$ cat src/rtl/risc_pkg.sv
// Shared datapath constants: default widths, IR field positions and small helpers.
// Used by reg_select_file and reg_select_decode.
package risc_pkg;

   localparam int RISC_DATA_W   = 32;
   localparam int RISC_NUM_REGS = 16;
   localparam int RISC_IDX_W    = 4;
   localparam int RISC_IMM_W    = 19;

   localparam int OPC_MSB = 31;
   localparam int OPC_LSB = 27;
   localparam int RA_MSB  = 26;
   localparam int RA_LSB  = 23;
   localparam int RB_MSB  = 22;
   localparam int RB_LSB  = 19;
   localparam int RC_MSB  = 18;
   localparam int RC_LSB  = 15;

   typedef enum logic [1:0] {
      SRC_NONE,
      SRC_REG,
      SRC_BASE,
      SRC_CONST
   } bus_src_e;

   // True when two or more of three strobes are raised together.
   function automatic logic more_than_one(input logic a, input logic b, input logic c);
      return (a & b) | (a & c) | (b & c);
   endfunction

endpackage

$ cat src/rtl/reg_select_decode.sv
// Register-select decoder: picks ra/rb/rc by Gra>Grb>Grc priority and flags
// multiple simultaneous selects.
module reg_select_decode
   import risc_pkg::*;
#(
   parameter int IDX_W = RISC_IDX_W
) (
   input  logic [IDX_W-1:0] ra,
   input  logic [IDX_W-1:0] rb,
   input  logic [IDX_W-1:0] rc,
   input  logic             gra,
   input  logic             grb,
   input  logic             grc,
   output logic [IDX_W-1:0] sel_idx,
   output logic             sel_valid,
   output logic             sel_multi
);

   always_comb begin
      // NOTE: every output gets a default first so no path leaves it unassigned (no latch).
      sel_idx   = '0;
      sel_valid = 1'b0;
      if (gra) begin
         sel_idx   = ra;
         sel_valid = 1'b1;
      end else if (grb) begin
         sel_idx   = rb;
         sel_valid = 1'b1;
      end else if (grc) begin
         sel_idx   = rc;
         sel_valid = 1'b1;
      end
   end

   assign sel_multi = more_than_one(gra, grb, grc);

endmodule

$ cat src/rtl/reg_select_file.sv
// General register file with IR, field select, C-constant extension and bus driver.
// Optional `RF_R0_HARDWIRED_EN: R0 reads as 0 and ignores writes.
module reg_select_file
   import risc_pkg::*;
#(
   parameter int DATA_W   = RISC_DATA_W,
   parameter int NUM_REGS = RISC_NUM_REGS,
   parameter int IDX_W    = RISC_IDX_W,
   parameter int IMM_W    = RISC_IMM_W
) (
   input  logic              Clock,
   input  logic              Reset,
   input  logic              Clear,
   input  logic              Run,
   input  logic              IRin,
   input  logic [DATA_W-1:0] BusMuxOut,
   input  logic              Gra,
   input  logic              Grb,
   input  logic              Grc,
   input  logic              Rin,
   input  logic              Rout,
   input  logic              BAout,
   input  logic              Cout,
   output logic [DATA_W-1:0] BusMuxIn,
   output logic              bus_drive,
   output logic [DATA_W-1:0] IR,
   output logic [4:0]        opcode,
   output logic [DATA_W-1:0] C_sign_extended,
   output logic [IDX_W-1:0]  sel_idx,
   output logic              sel_err
);

   logic [DATA_W-1:0] regs [NUM_REGS];
   logic              sel_valid;
   logic              sel_multi;
   logic              err_set;
   logic              wr_en;
   logic              idx_zero;
   logic [DATA_W-1:0] reg_val;
   bus_src_e          bus_src;

   reg_select_decode #(.IDX_W(IDX_W)) u_decode (
      .ra        (IR[RA_MSB:RA_LSB]),
      .rb        (IR[RB_MSB:RB_LSB]),
      .rc        (IR[RC_MSB:RC_LSB]),
      .gra       (Gra),
      .grb       (Grb),
      .grc       (Grc),
      .sel_idx   (sel_idx),
      .sel_valid (sel_valid),
      .sel_multi (sel_multi)
   );

   assign opcode          = IR[OPC_MSB:OPC_LSB];
   assign C_sign_extended = {{(DATA_W-IMM_W){IR[IMM_W-1]}}, IR[IMM_W-1:0]};
   assign idx_zero        = (sel_idx == '0);

   assign err_set = sel_multi | more_than_one(Rout, BAout, Cout)
                  | ((Rin | Rout | BAout) & ~sel_valid);

`ifdef RF_R0_HARDWIRED_EN
   assign wr_en   = Run & Rin & sel_valid & ~idx_zero;
   assign reg_val = idx_zero ? '0 : regs[sel_idx];
`else
   assign wr_en   = Run & Rin & sel_valid;
   assign reg_val = regs[sel_idx];
`endif

   always_ff @(posedge Clock) begin
      if (Reset || Clear) begin
         // NOTE: the whole array is cleared because software relies on zeroed registers after Reset/Clear.
         for (int i = 0; i < NUM_REGS; i++) regs[i] <= '0;
         IR      <= '0;
         sel_err <= 1'b0;
      end else begin
         // NOTE: non-blocking so reads this cycle see the old value and Rin uses the old IR fields.
         if (err_set)     sel_err       <= 1'b1;
         if (wr_en)       regs[sel_idx] <= BusMuxOut;
         if (Run && IRin) IR            <= BusMuxOut;
      end
   end

   always_comb begin
      bus_src = SRC_NONE;
      if (Rout)       bus_src = SRC_REG;
      else if (BAout) bus_src = SRC_BASE;
      else if (Cout)  bus_src = SRC_CONST;
   end

   always_comb begin
      BusMuxIn = '0;
      unique case (bus_src)
         SRC_REG:   BusMuxIn = reg_val;
         SRC_BASE:  BusMuxIn = idx_zero ? '0 : reg_val;
         SRC_CONST: BusMuxIn = C_sign_extended;
         default:   BusMuxIn = '0;
      endcase
   end

   assign bus_drive = Rout | BAout | Cout;

endmodule

$ cat config.mk
export PLATFORM = sky130hd
export DESIGN_NAME = reg_select_file
export DESIGN_NICKNAME = d
export VERILOG_FILES = /design/src/rtl/risc_pkg.sv /design/src/rtl/reg_select_decode.sv /design/src/rtl/reg_select_file.sv
export SDC_FILE = /design/constraint.sdc
export NUM_CORES = 1
export LEC_CHECK = 0
export BUFFER_PORTS_ARGS = -buffer_cell sky130_fd_sc_hd__buf_2
export CAP_MARGIN = 20
export CELL_PAD_IN_SITES_DETAIL_PLACEMENT = 1
export CELL_PAD_IN_SITES_GLOBAL_PLACEMENT = 1
export CORE_UTILIZATION = 43
export DETAILED_ROUTE_END_ITERATION = 6
export PLACE_DENSITY_LB_ADDON = 0.15
export REMOVE_ABC_BUFFERS = 1
export SLEW_MARGIN = 10
export SYNTH_ARGS = -nofsm -noshare
export SYNTH_HDL_FRONTEND = slang
export SYNTH_SLANG_ARGS = --single-unit
$ cat constraint.sdc
create_clock -name Clock -period 5.8 [get_ports Clock]
set_input_delay 0.58 -clock Clock [delete_from_list [all_inputs] [get_ports Clock]]
set_output_delay 0.58 -clock Clock [all_outputs]
set_load 0.01 [all_outputs]
# [Word-level counts from Yosys, hierarchy flattened]
# Memories as Yosys holds them, arrays and structs flattened.
# Index checks and enable logic that the tools add are counted.
[classes] eq_ne=3 n_mux=19 bitwise=20 reduce_logical=4
[ops] cell="one-hot mux 32 bit (3 select lines)" n=1
[ops] cell="2-to-1 mux 32 bit" n=2
[ops] cell="OR reduction 32 bit" n=1
[ops] cell="2-to-1 mux 4 bit" n=4
[ops] cell="OR 1 bit" n=10
[ops] cell="AND 1 bit" n=9
[ops] cell="2-to-1 mux 1 bit" n=9
[ops] cell="2-to-1 mux 2 bit" n=3
[ops] cell="equality test 2 bit (second input constant)" n=2
[ops] cell="logical NOT 4 bit" n=1
[ops] cell="equality test 2 x 1 -> 1 bit (second input constant)" n=1
[ops] cell="logical AND 1 bit" n=1
[ops] cell="logical OR 1 bit" n=1
[ops] cell="NOT 1 bit" n=1
[word_totals] ramBits=512 n_memories=1 wordCells=49 input_bits=44 reg_bits=33
[memory_table] memory="regs" words=16 word_bits=32 read_ports=1 rd_clocked_by_memory_dff=0 wr=16 line="reg_select_file.sv:33" text="logic [DATA_W-1:0] regs [NUM_REGS];"

# [Logic depth before layout (Yosys ltp)]
# Gate-level depths: netlist of the first run.
[logic_depth] ltp_word=9 ltp_mapped=10

# [Modules after synthesis]
# From an unflattened synthesis of the first run, not the netlist that was laid out.
[unflattened] hier_cells=1679 hier_area_um2=24858.8
[modules_own_cells] module="reg_select_file" seq_area_each_um2=16035.4 area_each_um2=24720.0 n_inst=1 cells_per_inst=1659
[modules_own_cells] module="reg_select_decode" seq_area_each_um2=0.0 area_each_um2=138.9 n_inst=1 cells_per_inst=20

# [Worst setup path before layout of the first run]
# No wires, ideal clock.
[synth_timing] path_kind="input to register" startpoint="input port Grb" endpoint="memory regs[0][0] (netlist name) (enable)" t_arrival_ps=3927 path_buffers=3 stages=7 required_time_ps=5334 setup_slack_ps=1407 setup_ps=466 path_cell_list="clkbuf_1 nand3b_1 a21o_1 nand2_1 clkbuf_1 clkbuf_1 o21ai_0"
[synth_rtl] element="start: declaration" line="reg_select_file.sv:18" text="input logic Grb,"
[synth_rtl] element="end: declaration" line="reg_select_file.sv:33"

# [Worst setup path after layout of the first run]
[layout_timing] startpoint="register IR[16]" endpoint="output port BusMuxIn[21]"
[layout_between] elab_chain_cells=6
[layout_lines] element="start: declaration" line="reg_select_file.sv:26" text="output logic [DATA_W-1:0] IR,"
[layout_lines] element="start signal: assignment" line="reg_select_file.sv:79" text="if (Run && IRin) IR <= BusMuxOut;"
[layout_lines] element="2-to-1 mux 4 bit (*)" line="reg_select_decode.sv:29" text="end else if (grc) begin"
[layout_lines] element="2-to-1 mux 4 bit (*)" line="reg_select_decode.sv:26" text="end else if (grb) begin"
[layout_lines] element="2-to-1 mux 4 bit (*)" line="reg_select_decode.sv:23" text="if (gra) begin"
[layout_lines] element="memory (16 x 32 bit) or logical NOT 4 bit (tied branches)"
[layout_lines] element="2-to-1 mux 32 bit" line="reg_select_file.sv:94" text="SRC_BASE: BusMuxIn = idx_zero ? '0 : reg_val;"
[layout_lines] element="one-hot mux 32 bit (3 select lines) (*)" line="reg_select_file.sv:92" text="unique case (bus_src)"
[layout_lines] element="end: declaration" line="reg_select_file.sv:24" text="output logic [DATA_W-1:0] BusMuxIn,"
# Mark *: on every way between the ends. The rest lies on a longest branch, timed or not.

==> results of run 1 <==
-- power by group through the flow --
| stage | registers [mW] | logic, mW | clock network [mW] |
|---|---|---|---|
| 2_1_floorplan | 4.58 | 0.388 | 0 |
| 3_3_place_gp | 4.57 | 0.752 | 0 |
| 3_5_place_dp | 4.58 | 0.761 | 0 |
| 4_1_cts | 4.50 | 0.764 | 3.86 |
| 5_1_grt | 4.51 | 0.808 | 4.01 |
| 6_report | 4.50 | 0.763 | 3.83 |
-- worst max path at each step --
stage	startpoint	end	slack, ps	depth (start not counted)
floorplan	Grb	regs[0][0]	-3240	6
global route	IR[23]	BusMuxIn[6]	1040	10
CTS	IR[23]	BusMuxIn[29]	1160	10
finish	IR[16]	BusMuxIn[21]	1190	10
global placement	Gra	BusMuxIn[29]	1530	11
detailed placement	Gra	BusMuxIn[6]	1420	10
-- layout by cell type (no fill, tap or decap), types with 3 or more instances in the layout --
master and count:
inv_1 3, and2_1 535, bufinv_16 5, clkbuf_16 61
buf_2 150, nor2_4 10, nor2_2 7, o32ai_1 14
o21ai_4 16, edfxtp_1 512, a21o_1 3, nor4_1 13
nor2_1 5, clkbuf_8 9, clkinv_1 6, clkbuf_1 19
dfxtp_1 33, o21ai_0 30, a221oi_1 23, o41ai_1 4
a21oi_1 71, a31oi_1 24, mux2i_1 213, o221ai_1 16
nand3b_1 4, nand2_1 221, nor3_1 15, clkinv_2 9
buf_12 5, buf_4 54, o22ai_1 40, nand3_1 12
-- sequential cells by signal, summed over array words and instances (netlist names) --
| name | flops |
|---|---|
| regs | 512 |
| IR | 32 |
| sel_err | 1 |
-- stage by stage --
step           hold WS, ps  total power [mW]
2_1_floorplan          492              4.97
3_3_place_gp           450              5.33
3_5_place_dp           466              5.34
4_1_cts                258              9.13
5_1_grt                297              9.33
6_report               289              9.09
-- per-layer routing --
layer / vias to the layer above / share of wire / global-route usage
li1: 7434 / - / -
met1: 8792 / 0.44 / 0.370
met2: 567 / 0.48 / 0.453
met3: 129 / 0.058 / 0.0319
met4: 0 / 0.026 / 0.0822
met5: - / 0 / 0
-- cell families (layout without fill, tap and decap cells) --
kind of cell,after synthesis,after routing,share of synthesized area
flops,545,545,0.631
simple gates,834,834,0.180
mux,217,217,0.0865
buf+inv,214,327,0.0392
compound gates,251,251,0.0629
other cells,0,1,0
-- layout make-up --
type | instances | area share
Inverter | 5 | 0.000907
Antenna cell | 1 | 0.0000864
Multi-Input combinational cell | 1302 | 0.299
Clock inverter | 22 | 0.00804
Tap cell | 765 | 0.0331
Sequential cell | 545 | 0.554
Clock buffer | 89 | 0.0595
Timing Repair Buffer | 211 | 0.0453
-- critical path, cell delays in order (launching register included) --
cell and delay, ps:
dfxtp_1 550, nand3b_1 150, a22o_4 460, inv_2 370, buf_4 440, buf_4 350, a221oi_1 100, a31oi_1 200
o22ai_1 100, nor3_1 430, buf_2 220
==> impl_metrics.env, run 1 <==
export IMPL_status="complete, no violations"
export IMPL_report_final_slew_viol_count=0
export IMPL_crit_type="reg -> out"
export IMPL_hold_viol_final=0
export IMPL_synth_top_cell_area_share=0.605
export IMPL_avgSynthCellArea_um2=12.3
export IMPL_totalWireLength_um=81100
export IMPL_grt_pass1_wl_um=119000
export IMPL_yosysWarnings=0
export IMPL_critPathLaunchType="register"
export IMPL_cts_made_buffers=59
export IMPL_setup_viol=0
export IMPL_cts_tree="yes"
export IMPL_dieWidth_um=245
export IMPL_initial_core_util=0.438
export IMPL_first_iter_violations=1339
export IMPL_synth_edf_count=512
export IMPL_gr_total_overflow=0
export IMPL_dp_cells=2826
export IMPL_drv_cap=0
export IMPL_place_ws_ps=1420
export IMPL_drive_gt1_frac=0.157
export IMPL_seq_area_frac_synth=0.631
export IMPL_ys_ff_latch=545
export IMPL_r2r_start="IR[16]"
export IMPL_reg2reg_to="regs[11][15]"
export IMPL_sw_frac_of_total=0.238
export IMPL_ant_nets=0
export IMPL_place_gp_congestion=0.840
export IMPL_yosysMostFrequentCell="and2_1"
export IMPL_netlist_instances=2061
export IMPL_cts_resized_gates=0
export IMPL_clock_latency_ps=630
export IMPL_grt_max_degree=64
export IMPL_peakVddDrop_uv=227
export IMPL_gr_usage_all_layers=0.271
export IMPL_antenna_found_initial=3
export IMPL_synth_area_um2=25400
export IMPL_critPathCaptureType="primary output"
export IMPL_grt_pass1_vias=17651
export IMPL_clkPwrFrac=0.421
export IMPL_cts_root_buf="clkbuf_16"
export IMPL_core_area_um2=58000
export IMPL_post_route_util=0.499
export IMPL_p_sw_mw=2.16
export IMPL_yosysUniqueCellTypes=45
export IMPL_post_route_min_period_ps=4610
export IMPL_worst_slew_pin_slew_ps=1050
export IMPL_synthTopCellsByCount="and2_1 (536), edfxtp_1 (512), nand2_1 (222), mux2i_1 (213), clkbuf_1 (128)"
export IMPL_wl_per_cell_um=27.6
export IMPL_finalNonFillerCells=2940
export IMPL_fin_ws_ps=1190
export IMPL_drt_drc_violations_left=0
export IMPL_multi_input_comb_area_um2=8670
export IMPL_power_density_nw_per_um2=314
export IMPL_post_dp_hpwl_um=49100
export IMPL_io_pins=151
export IMPL_syn_to_final_growth_pct=13.9
export IMPL_static_leakage_power_nw=11.3
export IMPL_clock_skew_ps=15.0
export IMPL_htreeDepth=2
export IMPL_grt_setup_unrepaired="false"
export IMPL_cts_hold_buf=0
export IMPL_hold_path_class="in -> reg"
export IMPL_first_pass_iters=5
export IMPL_required_ps=5220
export IMPL_r2r_slack_ps=1790
export IMPL_worst_hold_path_endpoint="sel_err"
export IMPL_regArea_um2=16000
export IMPL_async_reset_ff_frac=0
export IMPL_yosysTopAreaCell="edfxtp_1"
export IMPL_cp_max_fo=32
export IMPL_min_delay_start="Rin"
export IMPL_nets=2168
export IMPL_cp_arrival_ps=4030
export IMPL_hold_path_depth=3
export IMPL_vias_per_cell=5.76
export IMPL_cts_path_max_buffers=3
export IMPL_synthTopCellsByArea="edfxtp_1 (60%), and2_1 (13%), mux2i_1 (8.4%)"
export IMPL_power_internal_mw=6.93
export IMPL_die_h_um=245
export IMPL_placed_cell_area_um2=26900
export IMPL_combPwrFrac=0.084
export IMPL_fillers=5870
export IMPL_postCtsSetupBuffers=0
export IMPL_clock_sinks=545
export IMPL_tns_ps=0
export IMPL_route_vias_total=16922
export IMPL_ys_flop_type="edfxtp_1"
export IMPL_port_buffers=150
export IMPL_design_area_um2=29000
export IMPL_min_period_over_period=0.795
export IMPL_slew_headroom=0.297
export IMPL_r2r_cells=8
export IMPL_clk_pin_slew_worst_paths_ps=60
export IMPL_fmax_ghz=0.217
export IMPL_pwr_share_seq=0.495
export IMPL_dieArea_um2=60100
export IMPL_rows=88
Power figures use the tool's default switching activity.
==> run 2, diff against run 1 <==
==> constraint.sdc (replaced) <==
create_clock -name Clock -period 4.71 [get_ports Clock]
set_input_delay 0.471 -clock Clock [delete_from_list [all_inputs] [get_ports Clock]]
set_output_delay 0.471 -clock Clock [all_outputs]
set_load 0.01 [all_outputs]
==> run 2 against run 1 <==
  * Utilization increased by 0.50 points
  * Final cell count increased by 0.58%
  * Non-clock buffer count increased by 19
  * Combinational power increased by 27%
  * Clock-buffer cell count decreased by 9
  * Clock power increased by 27%
  * Critical path type unchanged
  * Largest cell class unchanged
  * First-iteration DRC count increased by 2.8%
  * Cell area increased by 1.0%
  * Hold slack got worse by 130 ps
  * Setup slack got worse by 660 ps
  * Sequential power increased by 23%
  * Via count increased by 0.95%
==> impl_metrics.env, run 2 (synthesized netlist as in run 1, its figures left out) <==
export IMPL_hold_ws_ps=163
export IMPL_status="complete, no violations"
export IMPL_core_area_um2=58000
export IMPL_antenna_found_initial=2
export IMPL_post_dp_hpwl_um=49800
export IMPL_die_h_um=245
export IMPL_min_period_over_period=0.886
export IMPL_grt_max_degree=88
export IMPL_clock_sinks=545
export IMPL_ant_nets=0
export IMPL_cts_hold_buf=0
export IMPL_tns_ps=0
export IMPL_static_leakage_power_nw=11.4
export IMPL_initial_core_util=0.438
export IMPL_critPathLaunchType="register"
export IMPL_grt_pass1_wl_um=121000
export IMPL_fin_ws_ps=536
export IMPL_io_pins=151
export IMPL_htreeDepth=2
export IMPL_route_vias_total=17083
export IMPL_required_ps=4240
export IMPL_gr_usage_all_layers=0.278
export IMPL_worst_slew_pin_slew_ps=866
export IMPL_post_route_min_period_ps=4170
export IMPL_cts_root_buf="clkbuf_16"
export IMPL_clock_skew_ps=28.5
export IMPL_first_iter_violations=1376
export IMPL_cts_made_buffers=59
export IMPL_wl_per_cell_um=28.2
export IMPL_cts_resized_gates=0
export IMPL_cts_tree="yes"
export IMPL_setup_viol=0
export IMPL_vias_per_cell=5.78
export IMPL_dieWidth_um=245
export IMPL_largest_reg_flops=512
export IMPL_first_pass_iters=5
export IMPL_fmax_ghz=0.240
export IMPL_hold_viol_final=0
export IMPL_cp_cell_sequence="nand3b_1, a21o_1, inv_1, nand2_1, o221ai_1, o21ai_0, buf_2"
export IMPL_gr_total_overflow=0
export IMPL_drive_gt1_frac=0.164
export IMPL_cp_arrival_ps=3700
export IMPL_grt_setup_unrepaired="false"
export IMPL_cts_path_max_buffers=3
export IMPL_critPathCaptureType="primary output"
export IMPL_totalWireLength_um=83400
export IMPL_dp_cells=2846
export IMPL_hold_path_class="in -> reg"
export IMPL_power_density_nw_per_um2=389
export IMPL_fillers=5847
export IMPL_port_buffers=150
export IMPL_nets=2187
export IMPL_rows=88
export IMPL_final_common_cell="and2_1"
export IMPL_postCtsSetupBuffers=0
export IMPL_slowest_stage="nand2_1"
export IMPL_peakVddDrop_uv=274
export IMPL_place_ws_ps=860
export IMPL_reg_top3="regs (512), IR (32), sel_err (1)"
export IMPL_top_register="regs"
export IMPL_syn_to_final_growth_pct=15.1
export IMPL_cpLargestDelayFamily="compound AO/OA/AOI/OAI gates"
export IMPL_total_power_mw=11.4
export IMPL_cp_max_fo=13
export IMPL_dieArea_um2=60100
export IMPL_finalNonFillerCells=2957
export IMPL_clk_pin_slew_worst_paths_ps=70
export IMPL_cpPeakStageDelay_ps=670
export IMPL_grt_pass1_vias=17618
export IMPL_layout_common_cells="and2_1 (535), edfxtp_1 (512), nand2_1 (221)"
export IMPL_path_buf_inv=2
export IMPL_drt_drc_violations_left=0
export IMPL_clock_latency_ps=630
export IMPL_slew_headroom=0.421
export IMPL_crit_type="reg -> out"
export IMPL_place_gp_congestion=0.822
export IMPL_drv_cap=0
export IMPL_report_final_slew_viol_count=0
==> run 2: cell count changes in the layout (fill, tap and decap cells not counted), sizes merged <==
cell      change
clkinvlp      +1
clkbuf        -9
bufinv        +4
inv           +1
buf          +19
diode         +1
==> run 2: through the flow <==
| stage | util | instance area, um^2 |
|---|---|---|
| final | 0.504 | 29200 |
| after global routing | 0.504 | 29200 |
| after CTS | 0.503 | 29200 |
| after detailed placement | 0.469 | 27200 |
| after global placement | 0.469 | 27200 |
| after floorplan | - | 24400 |
==> run 2: power by group <==
part	internal (mW)	total (mW)	switching (mW)
clock network	2.90	4.86	1.96
logic	0.287	0.970	0.683
registers	5.48	5.54	0.0651
total	8.67	11.4	2.70
==> run 2: metal layers <==
metal  vias up  GRT usage  wire (um)
met4         0     0.0827       2080
met2       572      0.468      40700
met1      8918      0.377      35800
li1       7484          -          -
met5         -          0          0
met3       109     0.0336       4790
==> run 2: final timing paths <==
| path | from | end | slack, ps | cells past startpoint |
|---|---|---|---|---|
| min | Rin | sel_err | 160 | 3 |
| max reg2reg | IR[16] | regs[2][2] | 990 | 8 |
| max | IR[17] | BusMuxIn[5] | 540 | 7 |
| min reg2reg | IR[31] | IR[31] | 470 | 2 |
==> run 2: cell type report <==
type	instances	area, um^2	area share
flip-flops and latches	545	16000	0.548
repair buffers	230	1560	0.0533
inverters	5	26.3	0.000898
well taps	765	957	0.0327
diodes	2	5.00	0.000171
clock inverters	28	373	0.0127
clock buffers	80	1630	0.0557
multi-input cells	1302	8660	0.296
==> run 2: tightest hold or removal path: cells and delay by family <==
| kind | cells | cell delay, ps |
|---|---|---|
| AO/OA/AOI/OAI | 2 | 190 |
| buffers and inverters | 1 | 90 |
